**config.mk**
```make
export PLATFORM = sky130hd
export DESIGN_NAME = lcd_stream_gen
export DESIGN_NICKNAME = d
export VERILOG_FILES = /design/src/rtl/gb_lcd_pkg.sv /design/src/rtl/lcd_stream_gen.sv
export SDC_FILE = /design/constraint.sdc
export NUM_CORES = 1
export LEC_CHECK = 0
export CORE_MARGIN = 1.5
export CORE_UTILIZATION = 58
export DETAILED_ROUTE_END_ITERATION = 7
export PLACE_DENSITY = 0.79
export SLEW_MARGIN = 0
export SYNTH_ARGS = -nofsm -noshare
export SYNTH_HDL_FRONTEND = slang
export SYNTH_SLANG_ARGS = --single-unit
```
**constraint.sdc**
```tcl
create_clock -name clock -period 2.3 [get_ports clock]
set_input_delay 0.69 -clock clock [delete_from_list [all_inputs] [get_ports clock]]
set_output_delay 0.69 -clock clock [all_outputs]
set_load 0.005 [all_outputs]
```
**src/rtl/gb_lcd_pkg.sv**
```systemverilog
// Shared definitions for the LCD pixel stream generator.
// State encoding, counter types and default panel timing.
package gb_lcd_pkg;

  localparam int DEF_LINE_PIXELS = 160;
  localparam int DEF_FRAME_LINES = 144;
  localparam int DEF_LATCH_HIGH  = 1;
  localparam int DEF_LATCH_LOW   = 1;
  localparam int DEF_HSYNC_WIDTH = 2;
  localparam int DEF_VSYNC_WIDTH = 4;

  localparam int CNT_W = 8;

  typedef logic [CNT_W-1:0] cnt_t;

  typedef enum logic [2:0] {
    ST_IDLE  = 3'd0,
    ST_VSYNC = 3'd1,
    ST_LATCH = 3'd2,
    ST_GAP   = 3'd3,
    ST_WAIT  = 3'd4,
    ST_HSYNC = 3'd5
  } lcd_state_e;

endpackage

```
**src/rtl/lcd_stream_gen.sv**
```systemverilog
// Converts a PPU pixel stream into LCD strobes and sync pulses.
// Every output is a flop; pix_ready follows the next state.
module lcd_stream_gen
  import gb_lcd_pkg::*;
#(
  parameter int LINE_PIXELS = DEF_LINE_PIXELS,
  parameter int FRAME_LINES = DEF_FRAME_LINES,
  parameter int LATCH_HIGH  = DEF_LATCH_HIGH,
  parameter int LATCH_LOW   = DEF_LATCH_LOW,
  parameter int HSYNC_WIDTH = DEF_HSYNC_WIDTH,
  parameter int VSYNC_WIDTH = DEF_VSYNC_WIDTH
) (
  input  logic       clock,
  input  logic       reset_n,
  input  logic [1:0] pix_in,
  input  logic       pix_sof,
  input  logic       pix_valid,
  output logic       pix_ready,
  output logic [1:0] pixel_data,
  output logic       data_latch,
  output logic       hsync,
  output logic       vsync,
  output logic       frame_done,
  output logic       sync_error
);

  // Phase limits are "last cycle" values; all widths must be >= 1.
  localparam cnt_t VS_LAST   = cnt_t'(VSYNC_WIDTH - 1);
  localparam cnt_t LH_LAST   = cnt_t'(LATCH_HIGH - 1);
  localparam cnt_t LL_LAST   = cnt_t'(LATCH_LOW - 1);
  localparam cnt_t HS_LAST   = cnt_t'(HSYNC_WIDTH - 1);
  localparam cnt_t PIX_LAST  = cnt_t'(LINE_PIXELS - 1);
  localparam cnt_t LINE_LAST = cnt_t'(FRAME_LINES - 1);
  localparam cnt_t ONE       = cnt_t'(1);

  lcd_state_e state_q, state_d;
  cnt_t       phase_q, phase_d;
  cnt_t       pix_cnt_q, pix_cnt_d;
  cnt_t       line_cnt_q, line_cnt_d;
  logic [1:0] data_q, data_d;
  logic       ready_q, ready_d;
  logic       latch_q, latch_d;
  logic       hs_q, hs_d;
  logic       vs_q, vs_d;
  logic       fdone_q, fdone_d;
  logic       serr_q, serr_d;
  logic       xfer;

  assign xfer = pix_valid & ready_q;

  // State, counters and output registers.
  always_ff @(posedge clock or negedge reset_n) begin
    if (!reset_n) begin
      state_q    <= ST_IDLE;
      phase_q    <= '0;
      pix_cnt_q  <= '0;
      line_cnt_q <= '0;
      data_q     <= 2'b00;
      ready_q    <= 1'b0;
      latch_q    <= 1'b0;
      hs_q       <= 1'b0;
      vs_q       <= 1'b0;
      fdone_q    <= 1'b0;
      serr_q     <= 1'b0;
    end else begin
      state_q    <= state_d;
      phase_q    <= phase_d;
      pix_cnt_q  <= pix_cnt_d;
      line_cnt_q <= line_cnt_d;
      data_q     <= data_d;
      ready_q    <= ready_d;
      latch_q    <= latch_d;
      hs_q       <= hs_d;
      vs_q       <= vs_d;
      fdone_q    <= fdone_d;
      serr_q     <= serr_d;
    end
  end

  // Next state, counters, captured pixel and event pulses.
  always_comb begin
    state_d    = state_q;
    phase_d    = phase_q;
    pix_cnt_d  = pix_cnt_q;
    line_cnt_d = line_cnt_q;
    data_d     = data_q;
    fdone_d    = 1'b0;
    serr_d     = 1'b0;
    unique case (state_q)
      ST_IDLE: begin
        if (xfer && pix_sof) begin
          data_d     = pix_in;
          phase_d    = '0;
          pix_cnt_d  = '0;
          line_cnt_d = '0;
          state_d    = ST_VSYNC;
        end
      end
      ST_VSYNC: begin
        if (phase_q == VS_LAST) begin
          phase_d = '0;
          state_d = ST_LATCH;
        end else begin
          phase_d = phase_q + ONE;
        end
      end
      ST_LATCH: begin
        if (phase_q == LH_LAST) begin
          phase_d = '0;
          state_d = ST_GAP;
        end else begin
          phase_d = phase_q + ONE;
        end
      end
      ST_GAP: begin
        if (phase_q == LL_LAST) begin
          phase_d = '0;
          if (pix_cnt_q == PIX_LAST) begin
            pix_cnt_d = '0;
            state_d   = ST_HSYNC;
          end else begin
            pix_cnt_d = pix_cnt_q + ONE;
            state_d   = ST_WAIT;
          end
        end else begin
          phase_d = phase_q + ONE;
        end
      end
      ST_WAIT: begin
        if (xfer) begin
          data_d  = pix_in;
          phase_d = '0;
          if (pix_sof) begin
            serr_d     = 1'b1;
            pix_cnt_d  = '0;
            line_cnt_d = '0;
            state_d    = ST_VSYNC;
          end else begin
            state_d = ST_LATCH;
          end
        end
      end
      ST_HSYNC: begin
        if (phase_q == HS_LAST) begin
          phase_d   = '0;
          pix_cnt_d = '0;
          if (line_cnt_q == LINE_LAST) begin
            line_cnt_d = '0;
            fdone_d    = 1'b1;
            state_d    = ST_IDLE;
          end else begin
            line_cnt_d = line_cnt_q + ONE;
            state_d    = ST_WAIT;
          end
        end else begin
          phase_d = phase_q + ONE;
        end
      end
      default: begin
        phase_d = '0;
        state_d = ST_IDLE;
      end
    endcase
  end

  // Level outputs decoded from the state being entered.
  always_comb begin
    ready_d = (state_d == ST_IDLE) || (state_d == ST_WAIT);
    latch_d = (state_d == ST_LATCH);
    hs_d    = (state_d == ST_HSYNC);
    vs_d    = (state_d == ST_VSYNC);
  end

  assign pix_ready  = ready_q;
  assign pixel_data = data_q;
  assign data_latch = latch_q;
  assign hsync      = hs_q;
  assign vsync      = vs_q;
  assign frame_done = fdone_q;
  assign sync_error = serr_q;

endmodule

```
==> Word level (Yosys, flattened, before mapping) <==
Index checks and enable logic that the tools add are counted.
{ "word_totals": {"ff_bits": 35, "input_bits": 6, "out_inout_bits": 8, "wordCells": 80} }
{ "op_classes": {"addsub": 3, "eq_ne": 18, "mux": 34, "bitwise": 1, "reduce_logical": 13} }
{ "op_table": {"columns": ["op", "count"], "rows": [
  ["$mux W8", 12],
  ["$pmux W8 S5", 1],
  ["$pmux W8 S4", 1],
  ["$add A8 B1 Y8 const B", 3],
  ["$pmux W8 S3", 1],
  ["$mux W3", 7],
  ["$pmux W3 S6", 1],
  ["$eq A8 B8 Y1 const B", 2],
  ["$eq A3 B3 Y1 const B", 4],
  ["$ne A2 B2 Y1 const B", 5],
  ["$eq A3 B2 Y1 const B", 3],
  ["$eq A8 B1 Y1 const B", 1],
  ["$eq A8 B2 Y1 const B", 1],
  ["$logic_not A8 Y1", 1],
  ["$mux W1", 7],
  ["$eq A3 B1 Y1 const B", 2],
  ["$logic_not A3 Y1", 2],
  ["$mux W2", 3],
  ["$reduce_and A6 Y1", 1],
  ["$reduce_and A5 Y1", 1],
  ["$pmux W2 S2", 1],
  ["$reduce_bool A4 Y1", 1],
  ["$reduce_and A3 Y1", 1],
  ["$reduce_bool A3 Y1", 1],
  ["other kinds (6)", 6]
]} }

==> Logic depth before layout (Yosys ltp) <==
{ "logic_depth": {"ltp_word": 6, "depth_mapped": 8, "ltp_nobuf": 7} }

==> Worst setup path before layout <==
OpenSTA, ideal clock, no wires.
{ "synth_timing": {"path_type": "register -> register", "start": "register phase_q[1]", "end": "register phase_q[3]", "setup_time_ps": 83, "t_arrival_ps": 1835, "required_ps": 2217, "path_slack_ps": 382, "stages_incl_launch_ff": 8, "n_path_buf": 0, "cell_sequence": "dfrtp_1 > inv_1 > ha_1 > mux2_1 > a311o_1 > a21boi_1 > or3_1 > o21ai_0"} }
{ "synth_between": {"elab_chain_cells": 3, "word_cells_on_any_way": 8} }
{ "synth_lines": {"columns": ["element", "line", "text"], "rows": [
  ["start, declared", "lcd_stream_gen.sv:37", "cnt_t phase_q, phase_d;"],
  ["start signal, assigned", "lcd_stream_gen.sv:67", "phase_q <= phase_d;"],
  ["$add A8 B1 Y8 (tied with other cells)", null, null],
  ["$mux W8 (on tied branches)", null, null],
  ["$pmux W8 S5 (*)", "lcd_stream_gen.sv:89", "unique case (state_q)"]
]} }
Every way passes the cells marked *; elsewhere a longest branch is shown, timed or not.
A chain may end at the register's enable or synchronous reset.

==> Worst setup path after layout <==
Same ends and word-level chain as after synthesis.

==> metrics.txt <==
status finished, final reports clean; Hold Buf Count CTS 0; CP required 2.56 ns; post_cts resized 0; static leakage 0.939 nW; hold_ws 0.489 ns; IO Pins 14; die span in y 60.5 µm; number of synthesized register bits 35; CTS tree built; slowest cell on the critical path dfrtp_1; Rows 20; largest cells by area after synthesis dfrtp_1, o21ai_0, nor2_1; sequential fraction of the synthesis area a little under half; total power about 1.1 mW; crit end category flop; worst slack, placed -0.185 ns; clock sinks 35; Net Count, Synth about 210; FILL cells 254; met3 Usage GRT 6.82%; crit path DAT 2.41 ns; total global-route track usage 26.0%; Worst-path clk slew 0.10 ns; Max Slew Vio Count 0; Clk Latency, worst-skew pair roughly 0.35 ns; number of port buffers 13; first-pass GRT wire length 7.00 mm; RePlAce Congestion approximately 0.84; core area about 3100 µm²; Post-synth EDFFs 0; power density cells 490 nW/µm²; Final #Nets 238; WP buf/inv 1; ys flop type dfrtp_1; Root Driver clkbuf_4; Cell Count, Final, Fillers Out 272; Post-CTS Setup Repair Bufs 0; HP Start pix_cnt_q[7]; Setup crit start kind flop; Final min period around 2.2 ns; Layout Skew ~0.019 ns; Die Span X slightly above 60 µm; RSZ-0062 raised after global routing false; final setup margin ~0.15 ns; Final setup viols 0; Antenna Violating Nets Remaining 0; grt total ovfl 0; initial antenna violation count 0; worst-path cell chain inv_1, ha_1, mux2_1, a311o_1, a21boi_1, or3_1, o21ai_0; slew of the pin with the lowest slew margin 0.465 ns; Peak supply drop 0.000409 V; ant diodes 0; die area ~3700 µm²; drt total wl 4.01 mm; YS warnings 0; max-cap violations 0; via-per-instance ratio 5.93; DP HPWL 2.96 mm; GRT busiest layer met2; DR DRC count 0; Mapped Cells 201; Synth top area share 45.6%; Worst Hold Class reg -> reg; vias in the first global route 1612; asr flop ratio synth between 90% and 100%; final hold vios 0; post-layout util 72.3%; Num CTS Buffers 5; Vias approximately 1600; cell taking the most area after synthesis dfrtp_1; CP max stage delay around 0.4 ns; htree depth 2; drt first-iter violations 119; met1 usage between 30% and 40%; wire per inst 14.7 µm; largest net degree at the start of global routing 36; CP Class reg -> reg; met2 global-route usage 44.1%; TritonRoute pass-1 iters 4; delay-heaviest family, CP compound AO/OA/AOI/OAI gates; relative slew slack approximately 70%; FF-to-FF Start phase_q[1]; worst-path maximum fanout 5; Avg Cell Area, Syn between 9 and 10 µm²; Initial Utilization 61.9%; max frequency roughly 460 MHz; Unique masters post-synth 53; dpl cells around 260; Layout area overhead 16.8%; Max Buffers Root-to-Sink 2; worst setup path start phase_q[1]; commonest cells in the netlist dfrtp_1, o21ai_0, nor2_1; Tcrit/Tclk final 93.5%; share of layout cells above drive strength 1 12.3%; count leader, synth dfrtp_1; synthesized area 1920 µm²
area by class of cell:
type / count / area (µm²) / area share (%)
Clock buffer: 6 / 51.3 / 2.29
Multi-Input combinational cell: 152 / 978 / 43.6
Clock inverter: 2 / 35.0 / 1.56
Inverter: 9 / 33.8 / 1.51
Tap cell: 44 / 55.1 / 2.46
Sequential cell: 35 / 876 / 39.1
Timing Repair Buffer: 24 / 213 / 9.49
power by group:
group          internal [mW]  switching (mW)
Combinational        0.00889          0.0135
Clock                  0.257           0.205
Sequential             0.615               0
Total                  0.881           0.219
flip-flops by register name, indices dropped and copies added, names as in the netlist, 2 cells and up:
register and cells:
state_q 3, line_cnt_q 8, pix_cnt_q 8, pixel_data 2, phase_q 8
stage by stage:
step | cell area (µm²) | TNS, ns
after floorplan | 1920 | 0
after global placement | 2160 | -0.805
after detailed placement | 2160 | -1.41
after CTS | 2240 | 0
after global routing | 2240 | 0
final | 2240 | 0
cell families after synthesis:
family                     Yosys count  synth area share (%)
AOI/OAI and AO/OA                   58                  19.8
xor gates and xnor gates             3                  1.37
adders and majority gates            5                  3.26
buffers and inverters               14                  3.39
DFF                                 35                  45.6
muxes                                4                  2.28
and+or+nand+nor                     82                  24.3
cells in the final DEF, fill, tap and decap left out, drive strengths merged, types with 3 or more instances in the layout:
cell type and count:
ha 5, buf 11, nand3 9, dfrtp 35
o21ai 22, clkdlybuf4s50 13, o31ai 9, and2 4
inv 9, nand4 3, clkbuf 6, a21oi 8
or3 4, nor2b 6, nand2 14, and3 5
xnor2 3, nor2 19, mux2 3, nor4 3
per-layer routing:
layer	up-vias	routed length (µm)	part of all wire (%)
met3	8	150	3.7
li1	789	-	-
met5	-	0	0
met4	0	60	1.5
met2	34	1980	50
met1	781	1810	45
worst paths after layout:
kind                                       to  slack [ns]  depth (start not counted)
max in group asynchronous          phase_q[1]        1.22                          2
worst min-delay path             pix_cnt_q[7]        0.49                          1
worst max register to register     phase_q[3]        0.15                          7
min in group asynchronous       line_cnt_q[5]        0.75                          2
worst min register to register   pix_cnt_q[7]        0.49                          1
worst max-delay path               phase_q[3]        0.15                          7
Note: power is estimated with default switching activity, not from simulation.
==> edit 1 (same settings) <==
Change the package constant `CNT_W` from 8 to 12.
--- a/src/rtl/gb_lcd_pkg.sv
+++ b/src/rtl/gb_lcd_pkg.sv
@@ -9,7 +9,7 @@
   localparam int DEF_HSYNC_WIDTH = 2;
   localparam int DEF_VSYNC_WIDTH = 4;
 
-  localparam int CNT_W = 8;
+  localparam int CNT_W = 12;
 
   typedef logic [CNT_W-1:0] cnt_t;
 
Behaviour: same outputs for any inputs over 10 cycles, from zero or initial values and one cycle with reset_n low; that may be too few to reach the edited logic, so the function may still have changed.
==> edit 1 against the original RTL <==
- die area is 34% higher
- synthesized area rose by 35%
- critical path type is now primary input to register
- largest power group unchanged
- worst setup slack improved by 6.3 ps
- highest routed layer unchanged
- via count rose by 37%
- sequential cell count rose by 12
- final area up 34%
- power rose by 140%
- wire length is 35% higher
==> edit 1: results (changes against the original RTL) <==
drtIter0Drc: 192  # was 119
clock_skew_ps: 8.86  # was 19.4 ps
drive_gt1_share_pct: 13.7  # was 12.3%
worstPathMaxFanout: 8  # was 5
wl_per_cell_um: 15.1  # was 14.7 µm
wl_met3_um: 214  # was 150 µm
worstRegToRegCells: 5  # was 7
ys_seq_area_share_pct: 45.2  # was 45.6%
clock_latency_ps: 300  # was 350 ps
sequentialPowerShare_pct: 42.1  # was 56.0%
timing.rr.start: "line_cnt_q[9]"  # was phase_q[1]
post-dp-hpwl_um: 3830  # was 2960 µm
grt.met2_usage_pct: 37.5  # was 44.1%
fillCellCount: 344  # was 254
p_leak_nw: 1.30  # was 0.939 nW
use_met3_pct: 4.76  # was 6.82%
syn_inst: 278  # was 201
holdCritPathClass: "primary input to asynchronous set/reset pin"  # was register to register
vias: 2208  # was 1612
routed_wl_um: 5420  # was 4010 µm
cellInternalPower_mw: 1.64  # was 0.881 mW
maxSlewHeadroom_pct: 55.9  # was 68.7%
synth.area.top_cells: "dfrtp_1 (45%), o21ai_1 (5.0%), nor2_1 (3.8%), o31ai_1 (3.5%), nand3_1 (3.1%)"  # was dfrtp_1 (46%), o21ai_0 (5.5%), nor2_1 (3.7%), o31ai_1 (3.5%), ha_1 (3.3%)
ir_drop_uv: 569  # was 409 µV
routabilityCongestion: 0.885  # was 0.839
nets: 316  # was 238
grtUsageMet1_pct: 34.0  # was 32.5%
status: "finished clean"  # unchanged
cts_root_buffer: "clkbuf_8"  # was clkbuf_4
grt_max_degree: 48  # was 36
grt_pass1_vias: 2102  # was 1612
synth.net_count: 289  # was 212
grt_util_all_layers_pct: 24.1  # was 26.0%
met1_length_um: 2560  # was 1810 µm
r2r_setup_slack_ps: 180  # was 150 ps
power_frac_clock_pct: 18.2  # was 42.0%
synth.distinct_cells: 49  # was 53
[edit 1: cell count changes in the layout (fill, tap and decap cells not counted), sizes merged, moves of 4 or more]
cell   unedited run  this run
nand2            14        21
nor2             19        26
nand3             9        16
nand4             3         7
o31ai             9        13
dfrtp            35        47
nor3b             1         6
o41ai             1         6
buf              11        20
nor3              1         6
o21ai            22        31
[edit 1: worst max-delay path, cell delays in order]
cell,delay (ps)
clkdlybuf4s50_1,530
nand4b_1,110
a21oi_1,150
o22ai_1,110
nand2b_1,300
o41ai_1,420
[edit 1: layout make-up]
class | instances | area share (%)
Clock inverter | 3 | 0.500
Inverter | 7 | 0.876
Clock buffer | 5 | 2.29
Tap cell | 52 | 2.17
Multi-Input combinational cell | 212 | 45.6
Sequential cell | 47 | 39.2
Timing Repair Buffer | 32 | 9.34
[edit 1: how the worst max path moves through the flow]
stage                              from       endpoint  slack [ps]  cells after the start
after floorplan           line_cnt_q[9]          hsync         200                      6
final                           pix_sof   pix_cnt_q[8]         160                      6
after detailed placement        pix_sof  line_cnt_q[7]        -160                      6
after global routing            pix_sof   pix_cnt_q[8]          10                      6
after global placement          pix_sof  pix_cnt_q[10]         -70                      7
after CTS                 line_cnt_q[9]  line_cnt_q[7]          90                      5
[edit 1: timing repair]
item,4_1_cts,5_1_grt
setup endpoints to repair,0,12
resized for setup,0,4
setup buffers,0,0
[edit 1: cells by family after synthesis]
family / synth area share [%]
fa+ha+maj: 2.41
compound gates: 18.7
xor+xnor: 1.68
flops: 45.2
buf+inv: 3.08
simple gates: 27.2
mux: 1.68
[edit 1: stage by stage]
stage | area [µm²] | hold slack [ps]
6_report | 3000 | 351
5_1_grt | 3000 | 380
4_1_cts | 2980 | 367
3_5_place_dp | 2890 | 478
3_3_place_gp | 2890 | 468
2_1_floorplan | 2600 | 394
==> edit 2 (same settings) <==
Made on the original files. Register the output `hsync` once more, with the module's reset; this adds one clock of latency there. The other outputs are not delayed to match.
--- a/src/rtl/lcd_stream_gen.sv
+++ b/src/rtl/lcd_stream_gen.sv
@@ -174,7 +174,13 @@
   assign pix_ready  = ready_q;
   assign pixel_data = data_q;
   assign data_latch = latch_q;
-  assign hsync      = hs_q;
+  always_ff @(posedge clock or negedge reset_n) begin
+    if (!reset_n) begin
+      hsync <= '0;
+    end else begin
+      hsync <= hs_q;
+    end
+  end
   assign vsync      = vs_q;
   assign frame_done = fdone_q;
   assign sync_error = serr_q;
Behaviour: same outputs for any inputs over 10 cycles, from zero or initial values and one cycle with reset_n low; that may be too few to reach the edited logic, so the function may still have changed.
==> edit 2 against the original RTL <==
- non-clock buffer count shrank 3
- sequential cell count rose by 1
- utilization shrank 0.26 points
- cell count down 1.8%
- synthesized area grew 1.8%
- worst setup slack improved by 36 ps
- final area grew 0.45%
- wire length up 0.77%
- critical endpoint is now pix_cnt_q[7]
Power is not compared: it rests on default switching activity, and its combinational part moved more than twofold at a synthesized area within 25%.
==> edit 2: results (changes against the original RTL) <==
fillCellCount: 240  # was 254
drtIter0Drc: 123  # was 119
viasPerCell: 6.14  # was 5.93
syn_avg_cell_area_um2: 9.77  # was 9.55 µm²
grt_max_degree: 37  # was 36
multi_input_area_share_pct: 44.4  # was 43.6%
regArea_um2: 901  # was 876 µm²
timing.rr.start: "phase_q[0]"  # was phase_q[1]
holdWs_ps: 367  # was 489 ps
grt_util_all_layers_pct: 24.1  # was 26.0%
slowest_delay_ps: 450  # was 400 ps
critPathArrivalTime_ps: 2370  # was 2410 ps
multi_input_cells: 150  # was 152
r2r-end: "pix_cnt_q[7]"  # was phase_q[3]
status: "finished clean"  # unchanged
final-clk-cell-share_pct: 3.39  # was 3.85%
layout.nonclk_buf_share_pct: 8.44  # was 9.49%
r2r_setup_slack_ps: 180  # was 150 ps
maxSlewHeadroom_pct: 54.1  # was 68.7%
design.seq.count: 36  # was 35
nets: 233  # was 238
worst_path_max_delay_cell: "a2111oi_4"  # was dfrtp_1
dp_slack_ps: -24.4  # was -185 ps
post-dp-hpwl_um: 3020  # was 2960 µm
dp.cells: 259  # was 264
wl_per_cell_um: 15.1  # was 14.7 µm
edit 2: cell count changes in the layout (fill, tap and decap cells not counted), sizes merged, moves of 3 or more:
| cell | change |
|---|---|
| nor2 | -4 |
| o31ai | -6 |
| a31oi | +3 |
| buf | -3 |
| or3 | -4 |
| a21o | +4 |
| nor3 | +5 |
| a21oi | -5 |
| nand2 | -3 |
edit 2: cells by family after synthesis:
| group | count (synthesis) | share of synthesized area [%] |
|---|---|---|
| AND/OR/NAND/NOR | 81 | 23.9 |
| adder cells (fa/ha/maj) | 5 | 3.20 |
| flip-flops | 36 | 46.1 |
| multiplexers | 5 | 2.75 |
| buffers and inverters | 14 | 2.75 |
| AO/OA/AOI/OAI | 57 | 20.4 |
| XOR/XNOR | 2 | 0.896 |
edit 2: layer usage:
layer	part of all wire, %	GRT usage [%]	up-vias	wire length, µm
met2	51	42.6	43	2050
met4	1.3	7.76	0	52
met3	4.6	5.88	8	185
met5	0	0	-	0
li1	-	-	785	-
met1	43	28.7	803	1750
